## src/rtl/mem_arb_pkg.sv

```systemverilog
// Shared types for the memory-port arbiter: request payload layout, client-ID
// type and the round-robin selection helper.
package mem_arb_pkg;

  localparam int REQ_W       = 68;
  // The client-ID type is sized for the largest legal client count (4). Smaller
  // configurations leave the upper ID bits at zero.
  localparam int MAX_CLIENTS = 4;
  localparam int CLIENT_ID_W = $clog2(MAX_CLIENTS);

  typedef struct packed {
    logic [3:0]  byte_en;
    logic [31:0] addr;
    logic [31:0] data;
  } mem_req_t;

  typedef logic [CLIENT_ID_W-1:0] client_id_t;

  // Returns the first requesting client at or after ptr, wrapping within n
  // clients. Returns ptr when nobody requests. The loop runs from the farthest
  // offset down, so the nearest requester is the last one written and wins.
  function automatic client_id_t rr_pick(input logic [MAX_CLIENTS-1:0] valid,
                                         input client_id_t            ptr,
                                         input int                    n);
    client_id_t pick;
    int         idx;
    pick = ptr;
    for (int k = MAX_CLIENTS - 1; k >= 0; k--) begin
      if (k < n) begin
        idx = (int'(ptr) + k) % n;
        if (valid[idx]) pick = client_id_t'(idx);
      end
    end
    return pick;
  endfunction

endpackage

```

## src/rtl/mem_arbiter_if.sv

```systemverilog
// Bus bundle around the arbiter. The client-facing request/response channels
// and the memory-facing put/get channels share one interface. The slave
// modport is the arbiter's view. The master modport is the surrounding system's
// view: the clients plus the memory model wrapper.
interface mem_arbiter_if #(
  parameter int NUM_CLIENTS = 2
);
  import mem_arb_pkg::*;

  logic [NUM_CLIENTS-1:0]       cli_req_valid;
  logic [NUM_CLIENTS*REQ_W-1:0] cli_req_data;
  logic [NUM_CLIENTS-1:0]       cli_req_ready;
  logic [NUM_CLIENTS-1:0]       cli_resp_valid;
  mem_req_t                     cli_resp_data;
  logic [NUM_CLIENTS-1:0]       cli_resp_ready;

  logic                         put_valid;
  mem_req_t                     put_request;
  logic                         put_ready;
  logic                         get_valid;
  logic                         get_ready;
  mem_req_t                     get_response;

  modport slave (
    input  cli_req_valid, cli_req_data, cli_resp_ready, put_ready,
           get_ready, get_response,
    output cli_req_ready, cli_resp_valid, cli_resp_data, put_valid,
           put_request, get_valid
  );

  modport master (
    output cli_req_valid, cli_req_data, cli_resp_ready, put_ready,
           get_ready, get_response,
    input  cli_req_ready, cli_resp_valid, cli_resp_data, put_valid,
           put_request, get_valid
  );

endinterface

```

## src/rtl/mem_arbiter_tag_fifo.sv

```systemverilog
// In-order tag FIFO. It holds the ID of each client whose request went to
// memory and is still waiting for its response. It is a power-of-two circular
// buffer. Each pointer carries one extra wrap bit, so full and empty can be
// told apart without a separate counter.
module tag_fifo #(
  parameter int DEPTH = 4,
  parameter int W     = 2
) (
  input  logic                     clk,
  input  logic                     rst_n,
  input  logic                     push,
  input  logic                     pop,
  input  logic [W-1:0]             din,
  output logic [W-1:0]             dout,
  output logic                     full,
  output logic                     empty,
  output logic [$clog2(DEPTH):0]   count
);

  localparam int AW = $clog2(DEPTH);

  logic [W-1:0] mem [DEPTH];
  logic [AW:0]  wr_ptr;
  logic [AW:0]  rd_ptr;
  logic         do_push;
  logic         do_pop;

  assign empty   = (wr_ptr == rd_ptr);
  assign full    = (wr_ptr[AW] != rd_ptr[AW]) && (wr_ptr[AW-1:0] == rd_ptr[AW-1:0]);
  assign count   = wr_ptr - rd_ptr;
  assign do_push = push && !full;
  assign do_pop  = pop && !empty;
  assign dout    = mem[rd_ptr[AW-1:0]];

  // Pointer update. Both pointers wrap naturally through the extra MSB.
  // NOTE: registered state uses non-blocking assignments, so every always_ff
  // reads pre-edge values regardless of evaluation order.
  always_ff @(posedge clk or negedge rst_n) begin
    if (!rst_n) begin
      wr_ptr <= '0;
      rd_ptr <= '0;
    end else begin
      if (do_push) wr_ptr <= wr_ptr + 1'b1;
      if (do_pop)  rd_ptr <= rd_ptr + 1'b1;
    end
  end

  // Tag storage write.
  // NOTE: the array is deliberately not reset. The pointers alone decide which
  // entries are live, so stale contents are never observed.
  always_ff @(posedge clk) begin
    if (do_push) mem[wr_ptr[AW-1:0]] <= din;
  end

endmodule

```

## src/rtl/mem_arbiter.sv

```systemverilog
// Round-robin arbiter sharing one BRAM put/get port between NUM_CLIENTS
// requesters. Each issued request pushes its client ID into an in-order tag
// FIFO. Memory responses come back in issue order and are steered to the
// client at the FIFO head. Both paths are combinational pass-through, so the
// arbiter adds no cycles of latency.
module mem_arbiter
  import mem_arb_pkg::*;
#(
  parameter int NUM_CLIENTS     = 2,
  parameter int MAX_OUTSTANDING = 4
) (
  input  logic                               CLK,
  input  logic                               RST_N,
  mem_arbiter_if.slave                       bus,
  output logic [$clog2(MAX_OUTSTANDING):0]   outstanding,
  output logic                               err_spurious
);

  logic [MAX_CLIENTS-1:0] req_valid_ext;
  client_id_t             rr_ptr;
  client_id_t             rr_ptr_next;
  client_id_t             grant;
  client_id_t             head;
  logic                   any_req;
  logic                   fifo_full;
  logic                   fifo_empty;
  logic                   head_ready;
  logic                   issue;
  logic                   retire;

  // Request side: pick the round-robin winner and drive the put channel.
  // The put channel is gated with RST_N so it stays quiet while reset is held.
  // NOTE: every combinational output gets a default before any conditional
  // assignment, so no path through the block can infer a latch.
  always_comb begin
    req_valid_ext                  = '0;
    req_valid_ext[NUM_CLIENTS-1:0] = bus.cli_req_valid;
    any_req                        = |bus.cli_req_valid;
    grant                          = rr_pick(req_valid_ext, rr_ptr, NUM_CLIENTS);
    bus.put_valid                  = RST_N && any_req && !fifo_full;
    issue                          = bus.put_valid && bus.put_ready;
    bus.put_request                = '0;
    bus.cli_req_ready              = '0;
    for (int i = 0; i < NUM_CLIENTS; i++) begin
      if (grant == client_id_t'(i)) begin
        bus.put_request      = bus.cli_req_data[i*REQ_W +: REQ_W];
        bus.cli_req_ready[i] = bus.put_valid && bus.put_ready;
      end
    end
    rr_ptr_next = (grant == client_id_t'(NUM_CLIENTS - 1)) ? '0 : grant + 1'b1;
  end

  // Response side: steer the memory response to the client recorded at the
  // FIFO head. Memory is dequeued only when that client can take the response.
  always_comb begin
    head_ready         = 1'b0;
    bus.cli_resp_valid = '0;
    for (int i = 0; i < NUM_CLIENTS; i++) begin
      if (head == client_id_t'(i)) begin
        head_ready            = bus.cli_resp_ready[i];
        bus.cli_resp_valid[i] = RST_N && bus.get_ready && !fifo_empty;
      end
    end
    bus.cli_resp_data = bus.get_response;
    bus.get_valid     = RST_N && !fifo_empty && head_ready;
    retire            = bus.get_valid && bus.get_ready;
  end

  // Round-robin pointer: moves past the client just issued, holds otherwise.
  always_ff @(posedge CLK or negedge RST_N) begin
    if (!RST_N)      rr_ptr <= '0;
    else if (issue)  rr_ptr <= rr_ptr_next;
  end

  // Sticky error: memory offered a response with nothing outstanding.
  // This includes responses to tags that a reset has already dropped.
  always_ff @(posedge CLK or negedge RST_N) begin
    if (!RST_N)                              err_spurious <= 1'b0;
    else if (bus.get_ready && fifo_empty)    err_spurious <= 1'b1;
  end

  tag_fifo #(
    .DEPTH (MAX_OUTSTANDING),
    .W     (CLIENT_ID_W)
  ) u_tags (
    .clk   (CLK),
    .rst_n (RST_N),
    .push  (issue),
    .pop   (retire),
    .din   (grant),
    .dout  (head),
    .full  (fifo_full),
    .empty (fifo_empty),
    .count (outstanding)
  );

endmodule

```

## src/flat_wrapper.sv

```systemverilog
// flat-port wrapper written by rule: the top's interface ports become plain ports
module mem_arbiter_flat import mem_arb_pkg::*;
#(
  parameter int NUM_CLIENTS     = 2,
  parameter int MAX_OUTSTANDING = 4
)
  (CLK, RST_N, outstanding, err_spurious, bus_cli_req_valid, bus_cli_req_data, bus_cli_resp_ready, bus_put_ready, bus_get_ready, bus_get_response, bus_cli_req_ready, bus_cli_resp_valid, bus_cli_resp_data, bus_put_valid, bus_put_request, bus_get_valid);
  mem_arbiter_if #(.NUM_CLIENTS(NUM_CLIENTS)) bus_i ();
  input  logic CLK;
  input  logic RST_N;
  output logic [$clog2(MAX_OUTSTANDING):0] outstanding;
  output logic err_spurious;
  input wire logic [$bits(bus_i.cli_req_valid)-1:0] bus_cli_req_valid;
  input wire logic [$bits(bus_i.cli_req_data)-1:0] bus_cli_req_data;
  input wire logic [$bits(bus_i.cli_resp_ready)-1:0] bus_cli_resp_ready;
  input wire logic [$bits(bus_i.put_ready)-1:0] bus_put_ready;
  input wire logic [$bits(bus_i.get_ready)-1:0] bus_get_ready;
  input wire logic [$bits(bus_i.get_response)-1:0] bus_get_response;
  output wire logic [$bits(bus_i.cli_req_ready)-1:0] bus_cli_req_ready;
  output wire logic [$bits(bus_i.cli_resp_valid)-1:0] bus_cli_resp_valid;
  output wire logic [$bits(bus_i.cli_resp_data)-1:0] bus_cli_resp_data;
  output wire logic [$bits(bus_i.put_valid)-1:0] bus_put_valid;
  output wire logic [$bits(bus_i.put_request)-1:0] bus_put_request;
  output wire logic [$bits(bus_i.get_valid)-1:0] bus_get_valid;
  assign bus_i.cli_req_valid = bus_cli_req_valid;
  assign bus_i.cli_req_data = bus_cli_req_data;
  assign bus_i.cli_resp_ready = bus_cli_resp_ready;
  assign bus_i.put_ready = bus_put_ready;
  assign bus_i.get_ready = bus_get_ready;
  assign bus_i.get_response = bus_get_response;
  assign bus_cli_req_ready = bus_i.cli_req_ready;
  assign bus_cli_resp_valid = bus_i.cli_resp_valid;
  assign bus_cli_resp_data = bus_i.cli_resp_data;
  assign bus_put_valid = bus_i.put_valid;
  assign bus_put_request = bus_i.put_request;
  assign bus_get_valid = bus_i.get_valid;
  mem_arbiter #(.NUM_CLIENTS(NUM_CLIENTS), .MAX_OUTSTANDING(MAX_OUTSTANDING)) u_core (.CLK(CLK), .RST_N(RST_N), .bus(bus_i), .outstanding(outstanding), .err_spurious(err_spurious));
endmodule
```

## config.mk

```make
export PLATFORM = sky130hd
export DESIGN_NAME = mem_arbiter_flat
export DESIGN_NICKNAME = d
export VERILOG_FILES = /design/src/rtl/mem_arb_pkg.sv /design/src/rtl/mem_arbiter_if.sv /design/src/rtl/mem_arbiter_tag_fifo.sv /design/src/rtl/mem_arbiter.sv /design/src/flat_wrapper.sv
export SDC_FILE = /design/constraint.sdc
export NUM_CORES = 1
export LEC_CHECK = 0
export ABC_AREA = 0
export BUFFER_PORTS_ARGS = -buffer_cell sky130_fd_sc_hd__buf_2
export CAP_MARGIN = 20
export CORE_AREA = 2 2 137 139
export DETAILED_ROUTE_END_ITERATION = 6
export DIE_AREA = 0 0 139 141
export HOLD_SLACK_MARGIN = 0.05
export PLACE_DENSITY = 0.46
export SLEW_MARGIN = 20
export SYNTH_ARGS = -nofsm -noshare
export SYNTH_HDL_FRONTEND = slang
export SYNTH_SLANG_ARGS = --single-unit
```

## constraint.sdc

```tcl
create_clock -name CLK -period 3.71 [get_ports CLK]
set_input_delay 0.371 -clock CLK [delete_from_list [all_inputs] [get_ports CLK]]
set_output_delay 0.371 -clock CLK [all_outputs]
set_load 0.05 [all_outputs]
```

# Word-level counts from Yosys, hierarchy flattened

Memories as Yosys holds them, arrays and structs flattened.
Cells that the tools add are included.

Input port bits: 212
Flip-flop bits (word level): 9
Output and inout port bits: 146
Memory bits (writable): 8
Logic and storage cells: 53
Memories kept: 1

Memories:

| name              | depth | width | read ports | clocked after memory_dff | write ports | line                       | RTL |
|---|---|---|---|---|---|---|---|
| u_core.u_tags.mem | 4     | 2     | 1          | 0                        | 1           | mem_arbiter_tag_fifo.sv:22 | `logic [W-1:0] mem [DEPTH];` |

Reductions and logical operators: 17
Eq/ne operators: 5
Bitwise gates (word level): 1
Add/sub/neg operators: 5
Mux-type cells: 18
Order comparisons: 2

Operators by type and width:

| operator                                                              | number |
|---|---|
| 68-bit two-way mux                                                    | 2 |
| 1-bit logical AND                                                     | 12 |
| 1-bit two-way mux                                                     | 12 |
| 3-bit by 1-bit adder with 3-bit output, second input constant         | 2 |
| 2-bit two-way mux                                                     | 3 |
| 2-bit by 1-bit equality test with 1-bit output, second input constant | 2 |
| 2-bit logical NOT                                                     | 2 |
| 2-bit by 4-bit < comparator with 1-bit output, second input constant  | 1 |
| 3-bit equality test                                                   | 1 |
| 1-bit by 3-bit < comparator with 1-bit output, second input constant  | 1 |
| 3-bit subtractor                                                      | 1 |
| 2-bit by 1-bit adder with 2-bit output, second input constant         | 1 |
| 1-bit binary-select mux with 2-bit select                             | 1 |
| 2-bit equality test                                                   | 1 |
| 1-bit logical NOT                                                     | 2 |
| 2-bit OR reduction                                                    | 1 |
| 1-bit adder, second input constant                                    | 1 |
| 1-bit bitwise AND, first input constant                               | 1 |
| 1-bit inequality test                                                 | 1 |

# Depth between registers and ports, before layout

Depth in word-level cells: 10
Mapped depth: 6
Mapped depth without buffers: 6

# Hierarchy

Synthesis repeated with hierarchy kept, for this count alone.

Cells, all modules: 374
Area, all modules: 2,889.0 um^2

By module, submodules not included:

| module      | cells an instance | area an instance (um^2) | instances |
|---|---|---|---|
| mem_arbiter | 319               | 2,142.1                 | 1 |
| tag_fifo    | 55                | 747.0                   | 1 |

# Worst setup path before layout

No wires, ideal clock.

Path kind: register -> output
Start point: register u_core.u_tags.rd_ptr[0]
End point: output port bus_get_valid
Data required time: 3,339 ps
Stages on the path, launching flop included: 4
Buffers on the path: 0
Path slack: 473 ps
Arrival: 2,866 ps
Cell sequence: dfrtp_1 mux4_2 mux2i_2 nor4b_1

Word-level cells in the longest chain between the ends: 5
Elaborated cells between the ends (all ways): 9
Those cells by class: eq/ne (2); mux (2); reduce/logical (4); memory (1)

Ends and longest elaborated chain:

| item                           | line                       | RTL |
|---|---|---|
| start, declared                | mem_arbiter_tag_fifo.sv:24 | `logic [AW:0] rd_ptr;` |
| start signal, assigned         | mem_arbiter_tag_fifo.sv:44 | `if (do_pop) rd_ptr <= rd_ptr + 1'b1;` |
| memory 4 x 2 bit               | --                         |  |
| 2-bit logical NOT              | mem_arbiter.sv:59          | `if (head == client_id_t'(i)) begin` |
| 1-bit two-way mux (2 in a row) | mem_arbiter.sv:59          |  |
| 1-bit logical AND (*)          | mem_arbiter.sv:65          | `bus.get_valid = RST_N && !fifo_empty && head_ready;` |
| end, declared                  | flat_wrapper.sv:24         | `output wire logic [$bits(bus_i.get_valid)-1:0] bus_get_valid;` |

Every way passes the cells marked *; elsewhere a longest branch is shown, timed or not.

# Final worst setup path

Same ends and word-level chain as after synthesis.

==> qor.txt <==
Status: completed
Clock Path Buffers: 2
Cell Area, Synth: 2350 µm²
Maximum vdd ir drop: 644 µV
I/O pin count: 358
Count leader, synth: nand2_1
Ys Warns: 0
Placer Congestion: 0.720
Worst path bufs/invs: 1
DP HPWL: 8.48 mm
Worst-path clk slew: 0.05 ns
Synth Register Bits: 17
Synth async-reset ratio: 52.9%
Clock Skews: 0.00171 ns
Critical path's slowest cell: mux4_2
Syn_nets: 586
Dominant cell type by area after synthesis: nand2_1
Num rows: 50
Initial antenna violation count: 1
Setup tns final: 0 ns
Starting DRT DRC Count: 137
Final setup fails: 0
Detailed-route DRC error count: 0
Crit path max fanout: 5
RSZ-0062 raised after global routing: no
Fin util: 18.2%
Top post-synthesis cells by count: 139 x nand2_1, 69 x a21oi_1, 68 x buf_4
Mapped Cells: 366
Share of the synthesized area in the top cell type: 22.2%
CTS tree: yes
Worst skew pair latency: 0.25 ns
H-tree depth reported by CTS: 1
Req. time, crit path: 3.34 ns
Crit path time final: 2.48 ns
Crit path cell chain: mux4_2, mux2i_2, nor4b_1, buf_2
Number of nets in the layout: 730
Root Driver: clkbuf_16
Layout cells sized above 1: 47.2%
DIE HEIGHT: 141 µm
Total power: 2.71 mW
CTS Buf Count: 3
CP endpoint kind: primary output
DP Cell Count: 738
Setup Buffers After CTS: 0
Vias after detailed routing: 2,832
Top FF cell, synth: dfrtp_1
WL/cell: 14.2 µm
Die area: 19,600 µm²
Achievable Freq: 403 MHz
CP top delay family: multiplexers
Placed inst area: 3230 µm²
# fillers: 2,144
Detailed Routing Iterations Pass 1: 4
Synth area leaders: nand2_1 22%, buf_4 22%, a21oi_1 15%, edfxtp_1 10%, dfrtp_1 9.6%
Cell area power density: 815 nW/µm²
Starting Density: 12.9%
All-Layer GR Usage: 9.80%
WP data arrival: 2.11 ns
Final Max Slew Viols: 0
Netlist cell types: 33
Vias/cell: 3.81
Tcrit/Tclk final: 67.0%
Internal reg-to-reg setup slack: 1.68 ns
Final Hold Vio Count: 0
Leak: 1.78 nW
Max stage delay on crit path: 0.59 ns
Horiz. Die Dim: 139 µm
Largest net degree at the start of global routing: 40
Relative max-transition margin: 66.7%
Vias in the first global route: 2,602
Design Area, Final: 3320 µm²
CP Class: flop to primary output
Clock sink count: 17
First-pass GRT wire length: 15.3 mm
Post-route ant nets: 0
Routed wire length: 10.6 mm
Number of max-cap violations: 0
Sequential-to-total area share from yosys stat: 19.8%
EDFF count, synth: 8
ANT cells: 0
I/O Buffers: 221
Worst hold path type: primary input to flop
Fin cells: 743
Area Overhead vs Synth: 41.3%
Final global-route overflow total: 0
Least-Margin Pin Slew: 0.498 ns
Startpoint types: flop
Avg Inst Size Synth: 6.43 µm²
Core box area: 18,300 µm²
## stage by stage
step / hold WS, ns / setup WS, ns
CTS: 0.354 / 1.23
global route: 0.365 / 1.07
finish: 0.360 / 1.23
detailed placement: 0.274 / 1.26
floorplan: 0.0754 / 0.473
global placement: 0.276 / 1.26
## placed cells by master, fill, tap and decap left out, drive strengths merged, types with 2 or more instances in the layout
cell type / n
ha: 7
edfxtp: 8
dfrtp: 9
buf: 227
a21oi: 69
clkbuf: 3
mux4: 2
and2: 4
xnor2: 3
inv: 8
nand2: 139
xor2: 3
nor2: 9
## sequential cells by signal (all words and copies together) (netlist names)
signal,flops
u_core.u_tags.mem,8
u_core.u_tags.rd_ptr,3
u_core.u_tags.wr_ptr,3
u_core.rr_ptr,2
u_core.err_spurious,1
## routing by layer
metal  part of all wire [%]  vias to the layer above  GRT usage [%]
met1                     43                     1217           13.1
li1                       -                     1401              -
met4                    2.8                        0           2.87
met2                     45                      178           15.3
met5                      0                        -              0
met3                    9.2                       36           2.89
## final timing paths
check                                     endpoint  cells past startpoint               startpoint
min in group asynchronous      u_core.err_spurious                      2                    RST_N
hold / removal                 u_core.err_spurious                      2            bus_get_ready
setup / recovery                     bus_get_valid                      4  u_core.u_tags.rd_ptr[0]
max in group asynchronous  u_core.u_tags.rd_ptr[0]                      2                    RST_N
setup reg to reg           u_core.u_tags.rd_ptr[1]                      4  u_core.u_tags.rd_ptr[0]
hold reg to reg                u_core.err_spurious                      1      u_core.err_spurious
## area by class of cell
cell class / count / area [µm²] / area share (%)
multi-input combinational: 252 / 1280 / 38.6
timing repair buffer: 228 / 1170 / 35.3
sequential: 17 / 465 / 14.0
tap: 234 / 293 / 8.81
clock buffer: 3 / 75.1 / 2.26
inverter: 8 / 30.0 / 0.903
clock inverter: 1 / 5.00 / 0.151
## worst register-to-register path, stage by stage (launching register included)
cell     delay, ns
dfrtp_1       0.47
mux4_2        0.57
a311o_1       0.39
nor2_2        0.15
mux2_1        0.33
## kinds of logic (layout without fill, tap and decap cells)
family	count (synthesis)	in the layout	synth area share, %
XOR/XNOR	6	6	2.55
AND/OR/NAND/NOR	159	159	26.7
buffers and inverters	97	240	26.5
adder cells (fa/ha/maj)	8	8	4.57
flip-flops	17	17	19.8
AO/OA/AOI/OAI	75	75	16.9
multiplexers	4	4	2.98
## where the power goes
| part | switching (mW) | internal, mW |
|---|---|---|
| registers | 0.0588 | 0.254 |
| logic | 1.64 | 0.537 |
| clock network | 0.0729 | 0.144 |
## timing repair
action,CTS,global route
hold endpoints to repair,9,0
hold buffers,1,0
endpoints found under the setup margin,0,0
gates resized for setup,0,0
(Power assumes the default switching activity.)
